**config.mk**
```make
export PLATFORM = sky130hd
export DESIGN_NAME = apb_master_bridge
export DESIGN_NICKNAME = d
export VERILOG_FILES = /design/src/rtl/apb_master_bridge.sv
export SDC_FILE = /design/constraint.sdc
export NUM_CORES = 1
export LEC_CHECK = 0
export BUFFER_PORTS_ARGS = -buffer_cell sky130_fd_sc_hd__buf_2
export CORE_MARGIN = 1
export CORE_UTILIZATION = 46
export CTS_BUF_LIST = sky130_fd_sc_hd__clkbuf_16
export CTS_CLUSTER_DIAMETER = 150
export DETAILED_ROUTE_END_ITERATION = 10
export PLACE_DENSITY = 0.87
export SETUP_SLACK_MARGIN = 0.3
export SLEW_MARGIN = 5
export SYNTH_ARGS = -nofsm -noshare
export SYNTH_HDL_FRONTEND = slang
export SYNTH_SLANG_ARGS = --single-unit
```
**constraint.sdc**
```tcl
create_clock -name b_pclk -period 2 [get_ports b_pclk]
set_input_delay 0.1 -clock b_pclk [delete_from_list [all_inputs] [get_ports b_pclk]]
set_output_delay 0.1 -clock b_pclk [all_outputs]
set_load 0.005 [all_outputs]
```
**src/rtl/apb_master_bridge.sv**
```systemverilog
// APB requester: accepts one command, runs an APB SETUP then ACCESS phase, returns a response.
// Latency: response valid two edges after accept with a zero-wait completer (one transfer per 3 cycles).
// Backpressure: an unconsumed response blocks new commands; a stuck completer is aborted after TIMEOUT_CYC waits.
module apb_master_bridge #(
    parameter int ADDR_WD     = 32,
    parameter int DATA_WD     = 32,
    parameter int STRB_WD     = 4,
    parameter int PROT_WD     = 3,
    parameter int TIMEOUT_CYC = 16,
    parameter int CNT_WD      = 8
) (
    input  logic               b_pclk,
    input  logic               b_prst,
    input  logic               cmd_valid,
    output logic               cmd_ready,
    input  logic               cmd_write,
    input  logic [ADDR_WD-1:0] cmd_addr,
    input  logic [DATA_WD-1:0] cmd_wdata,
    input  logic [STRB_WD-1:0] cmd_strb,
    input  logic [PROT_WD-1:0] cmd_prot,
    output logic               rsp_valid,
    input  logic               rsp_ready,
    output logic [DATA_WD-1:0] rsp_rdata,
    output logic               rsp_err,
    output logic               b_psel,
    output logic               b_penable,
    output logic               b_pwrite,
    output logic [ADDR_WD-1:0] b_paddr,
    output logic [DATA_WD-1:0] b_pwdata,
    output logic [PROT_WD-1:0] b_pprot,
    output logic [STRB_WD-1:0] b_pstrb,
    input  logic [DATA_WD-1:0] b_prdata,
    input  logic               b_pready
);

    typedef enum logic [1:0] {
        IDLE   = 2'd0,
        SETUP  = 2'd1,
        ACCESS = 2'd2
    } state_t;

    // Timeout fires when the counter reaches its last allowed wait value.
    localparam bit                TO_EN    = (TIMEOUT_CYC != 0);
    localparam logic [CNT_WD-1:0] CNT_LAST = (TIMEOUT_CYC == 0) ? '0 : CNT_WD'(TIMEOUT_CYC - 1);

    state_t               state_q, state_d;
    logic                 psel_q, psel_d;
    logic                 penable_q, penable_d;
    logic                 pwrite_q, pwrite_d;
    logic [ADDR_WD-1:0]   paddr_q, paddr_d;
    logic [DATA_WD-1:0]   pwdata_q, pwdata_d;
    logic [PROT_WD-1:0]   pprot_q, pprot_d;
    logic [STRB_WD-1:0]   pstrb_q, pstrb_d;
    logic [CNT_WD-1:0]    cnt_q, cnt_d;
    logic                 rsp_valid_q, rsp_valid_d;
    logic                 rsp_err_q, rsp_err_d;
    logic [DATA_WD-1:0]   rsp_rdata_q, rsp_rdata_d;

    // A command is taken only in IDLE and only if the response slot is free or being freed now.
    assign cmd_ready = (state_q == IDLE) && (!rsp_valid_q || rsp_ready) && !b_prst;

    // Next-state, APB phase sequencing, timeout counting and response loading.
    always_comb begin
        state_d     = state_q;
        psel_d      = psel_q;
        penable_d   = penable_q;
        pwrite_d    = pwrite_q;
        paddr_d     = paddr_q;
        pwdata_d    = pwdata_q;
        pprot_d     = pprot_q;
        pstrb_d     = pstrb_q;
        cnt_d       = cnt_q;
        rsp_valid_d = rsp_valid_q;
        rsp_err_d   = rsp_err_q;
        rsp_rdata_d = rsp_rdata_q;

        // Consumption clears the slot; a completion below overrides this.
        if (rsp_valid_q && rsp_ready) begin
            rsp_valid_d = 1'b0;
        end

        case (state_q)
            IDLE: begin
                if (cmd_valid && cmd_ready) begin
                    state_d   = SETUP;
                    psel_d    = 1'b1;
                    penable_d = 1'b0;
                    pwrite_d  = cmd_write;
                    paddr_d   = cmd_addr;
                    pwdata_d  = cmd_wdata;
                    pprot_d   = cmd_prot;
                    pstrb_d   = cmd_write ? cmd_strb : '0;
                end
            end
            SETUP: begin
                state_d   = ACCESS;
                penable_d = 1'b1;
                cnt_d     = '0;
            end
            ACCESS: begin
                if (b_pready) begin
                    state_d     = IDLE;
                    psel_d      = 1'b0;
                    penable_d   = 1'b0;
                    rsp_valid_d = 1'b1;
                    rsp_err_d   = 1'b0;
                    rsp_rdata_d = pwrite_q ? '0 : b_prdata;
                end else if (TO_EN && (cnt_q == CNT_LAST)) begin
                    state_d     = IDLE;
                    psel_d      = 1'b0;
                    penable_d   = 1'b0;
                    rsp_valid_d = 1'b1;
                    rsp_err_d   = 1'b1;
                    rsp_rdata_d = '0;
                end else begin
                    cnt_d = cnt_q + 1'b1;
                end
            end
            default: begin
                state_d   = IDLE;
                psel_d    = 1'b0;
                penable_d = 1'b0;
            end
        endcase
    end

    // State and output registers with synchronous reset; an in-flight transfer is simply dropped.
    always_ff @(posedge b_pclk) begin
        if (b_prst) begin
            state_q     <= IDLE;
            psel_q      <= 1'b0;
            penable_q   <= 1'b0;
            pwrite_q    <= 1'b0;
            paddr_q     <= '0;
            pwdata_q    <= '0;
            pprot_q     <= '0;
            pstrb_q     <= '0;
            cnt_q       <= '0;
            rsp_valid_q <= 1'b0;
            rsp_err_q   <= 1'b0;
            rsp_rdata_q <= '0;
        end else begin
            state_q     <= state_d;
            psel_q      <= psel_d;
            penable_q   <= penable_d;
            pwrite_q    <= pwrite_d;
            paddr_q     <= paddr_d;
            pwdata_q    <= pwdata_d;
            pprot_q     <= pprot_d;
            pstrb_q     <= pstrb_d;
            cnt_q       <= cnt_d;
            rsp_valid_q <= rsp_valid_d;
            rsp_err_q   <= rsp_err_d;
            rsp_rdata_q <= rsp_rdata_d;
        end
    end

    assign b_psel    = psel_q;
    assign b_penable = penable_q;
    assign b_pwrite  = pwrite_q;
    assign b_paddr   = paddr_q;
    assign b_pwdata  = pwdata_q;
    assign b_pprot   = pprot_q;
    assign b_pstrb   = pstrb_q;
    assign rsp_valid = rsp_valid_q;
    assign rsp_err   = rsp_err_q;
    assign rsp_rdata = rsp_rdata_q;

endmodule
```
==> flow_summary.json <==
{
  "slew-limit-headroom_pct": 60.26,
  "detail_route.wl_per_cell_um": 19.59,
  "global_placer_s_final_weighted_congestion": 0.7957,
  "synth-simple-area-share_pct": 23.77,
  "sequentialPowerShare_pct": 39.0,
  "power.combinational.fraction_pct": 11.5,
  "dr.pass1.iters": 7,
  "cp_slowest_cell": "dlygate4sd3_1",
  "adder_and_majority_cell_fraction_of_the_synthesized_area_pct": 0.2837,
  "yosys_most_used_dff": "dfxtp_1",
  "holdPathStages": 3,
  "detailedPlace.worstSlack_ns": 0.1441,
  "floorplan_die_height_um": 99.92,
  "min_period_over_period_pct": 96.75,
  "die_area_um2": 9984,
  "final_nets": 952,
  "power.ir.vdd_worst_mv": 0.7890,
  "hold_path_class": "input port to flip-flop",
  "clock-sinks": 117,
  "syn-mean-instance-area_um2": 8.514,
  "power_report.internal_total_w": 0.004754,
  "worst_skew_pair_latency_ns": 0.41,
  "crit_buf_inv": 4,
  "cts.root.buffer_cell": "clkbuf_16",
  "power_per_cell_area_nw_per_um2": 847.9,
  "cp_slowest_stage_delay_ns": 0.58,
  "final.min_clock_period_ns": 1.935,
  "worst_setup_path_end_kind": "flip-flop",
  "num_io_pins": 218,
  "fin_worst_hold_slack_ns": 0.1535,
  "number_of_distinct_library_cells_after_synthesis": 36,
  "ff2ff_path_depth": 6,
  "swShare_pct": 24.76,
  "beginning_of_the_worst_hold_path": "cmd_valid",
  "number_of_global_route_vias_before_repair": 5263,
  "crit_arrival_ns": 2.24,
  "synthesized_instance_count": 518,
  "synth_compound_area_share_pct": 11.35,
  "synth_async_sr_flop_share_pct": 0,
  "timing.critical_path.cells": "dlygate4sd3_1 > buf_4 > nor3_2 > nand3_2 > inv_4 > buf_12 > nand2_1 > a21oi_1",
  "overall_global_routing_resource_usage_pct": 32.95,
  "clock_slew_seen_by_the_registers_of_the_worst_setup_and_hold_paths_ns": 0.05,
  "synth_top_family_by_area": "simple AND/OR/NAND/NOR gates",
  "start_util_pct": 47.51,
  "placedCellCount": 837,
  "tritoncts.num_buffers": 17,
  "tritoncts": "yes",
  "core_region_area_um2": 9284,
  "numPortBuffers": 217,
  "grt_max_degree": 73,
  "synth_largest_type_area_fraction_pct": 53.11,
  "required_ns": 2.31,
  "most_common_cell_after_layout_fill_and_taps_aside": "buf_2",
  "critical_path.startpoint": "b_prst",
  "post_synth_instance_area_um2": 4410,
  "synthXorXnorAreaFrac_pct": 0.1986,
  "cells_taking_the_most_area_after_synthesis": "dfxtp_1 53%, nand2_1 15%, a21oi_1 9.1%",
  "wirelength_mm": 19.32,
  "timing_limited_maximum_frequency_ghz": 0.5168,
  "clkPwrFrac_pct": 49.4,
  "ant_nets": 0,
  "setup_viol": 0,
  "grt_setup_unrepaired": "yes",
  "switching_pwr_w": 0.001565,
  "layout-drive-gt1-share_pct": 32.63,
  "layout.cells.non_filler": 986,
  "worst-slew-pin-transition_ns": 0.5961,
  "drt_iter0_markers": 332,
  "die_width_um": 99.92,
  "vias_per_cell": 5.504,
  "worst_r2r_startpoint": "state_q[0]",
  "yosysSeqAreaShare_pct": 53.11,
  "p_leak_nw": 3.524,
  "max_cap_violations": 0,
  "slew_violations": 0,
  "buffers_from_clock_root_to_sink_at_most": 2,
  "post-route-drc-count": 0,
  "outcome": "completed",
  "path_class": "input port to flip-flop",
  "cts_htree_levels": 4,
  "finalSetupTns_ns": 0,
  "first_pass_grt_wire_length_mm": 25.44,
  "setup.worst_path.start_class": "input port",
  "dpl.hpwl_mm": 8.291,
  "final_hold_viol_count": 0,
  "most_used_cells_in_the_layout_excluding_fill_and_tap_cells": "216 x buf_2, 173 x nand2_1, 115 x dfxtp_1",
  "warning_count_from_the_yosys_run": 0,
  "antenna_found_initial": 2,
  "grt.overflow.total": 0,
  "synth_nets": 628,
  "cp.depth": 8,
  "core.rowCount": 35,
  "crit_family": "buffers and inverters",
  "synth_largest_area_cell": "dfxtp_1",
  "multiplexer_fraction_of_the_synthesized_cell_area_pct": 7.262,
  "via_count": 5427,
  "ys_seq_elements": 117,
  "synth-edff-count": 0,
  "worst_clock_skew_ns": 0.01045,
  "utilization_of_the_core_after_routing_pct": 80.27,
  "post-route-worst-setup-slack_ns": 0.06498,
  "area_growth_pct": 68.96,
  "critPathMaxFanout": 30
}
-- what timing repair did --
action,CTS,global route
endpoints found under the setup margin,36,110
setup buffers,0,4
cloned,0,5
resized for setup,4,12
hold endpoints to repair,104,0
pin swaps,0,3
hold buffers,106,0
-- sequential cells by signal, summed over array words and instances, names as in the netlist, 3 cells and up --
name and cells:
b_pwdata 32, b_pprot 3, b_pstrb 4, cnt_q 8, b_paddr 32, rsp_rdata 32
-- layer usage --
layer / GRT usage, % / wire [µm] / vias up / share of wire (%)
met4: 21.04 / 1383 / 0 / 7.2
li1: - / - / 2363 / -
met2: 59.73 / 9518 / 425 / 49
met3: 10.93 / 2086 / 138 / 11
met1: 32.10 / 6327 / 2501 / 33
met5: 0 / 0 / - / 0
-- worst min-delay path, cell delays in order --
cell     delay (ns)
buf_2          0.13
nand3_2        0.15
inv_4          0.10
-- power groups by stage --
stage	Combinational (W)	Clock, W	Sequential, W
2_1_floorplan	0.000226	0	0.00251
4_1_cts	0.000638	0.00311	0.00245
3_5_place_dp	0.000471	0	0.00250
3_3_place_gp	0.000456	0	0.00250
5_1_grt	0.000772	0.00326	0.00247
6_report	0.000730	0.00312	0.00246
-- cell usage after synthesis, drive strengths merged (2+ instances only) --
cell	instances
mux2i	32
a21oi	80
or4	2
nor3	3
dfxtp	117
inv	3
nand3	10
clkbuf	24
o211ai	3
o21ai	4
nor3b	2
nand4	2
nand2	173
buf	11
a211oi	2
nand2b	35
nor2	3
-- final cells by class --
cell class	instances	area [µm²]
Timing Repair Buffer	340	2389
Inverter	3	13.76
Sequential cell	117	2345
Antenna cell	2	5.005
Fill cell	496	1832
Clock buffer	17	425.4
Clock inverter	15	178.9
Tap cell	129	161.4
Multi-Input combinational cell	363	1934
-- final timing paths --
kind / end / slack [ns]
min reg2reg: b_pwdata[7] / 0.45
max: b_pwdata[28] / 0.06
min: state_q[0] / 0.15
max reg2reg: b_pwdata[28] / 0.10
-- stage by stage --
step	cell area (µm²)	power, W
after floorplan	4410	0.002736
after global placement	5577	0.002955
after detailed placement	5577	0.002975
after CTS	7258	0.006199
after global routing	7452	0.006507
final	7452	0.006319
-- kinds of logic after synthesis --
| logic type | after synthesis |
|---|---|
| compound gates | 93 |
| xor+xnor | 1 |
| mux | 32 |
| flops | 117 |
| buf+inv | 38 |
| fa+ha+maj | 1 |
| simple gates | 236 |
Note: power is estimated with default switching activity, not from simulation.
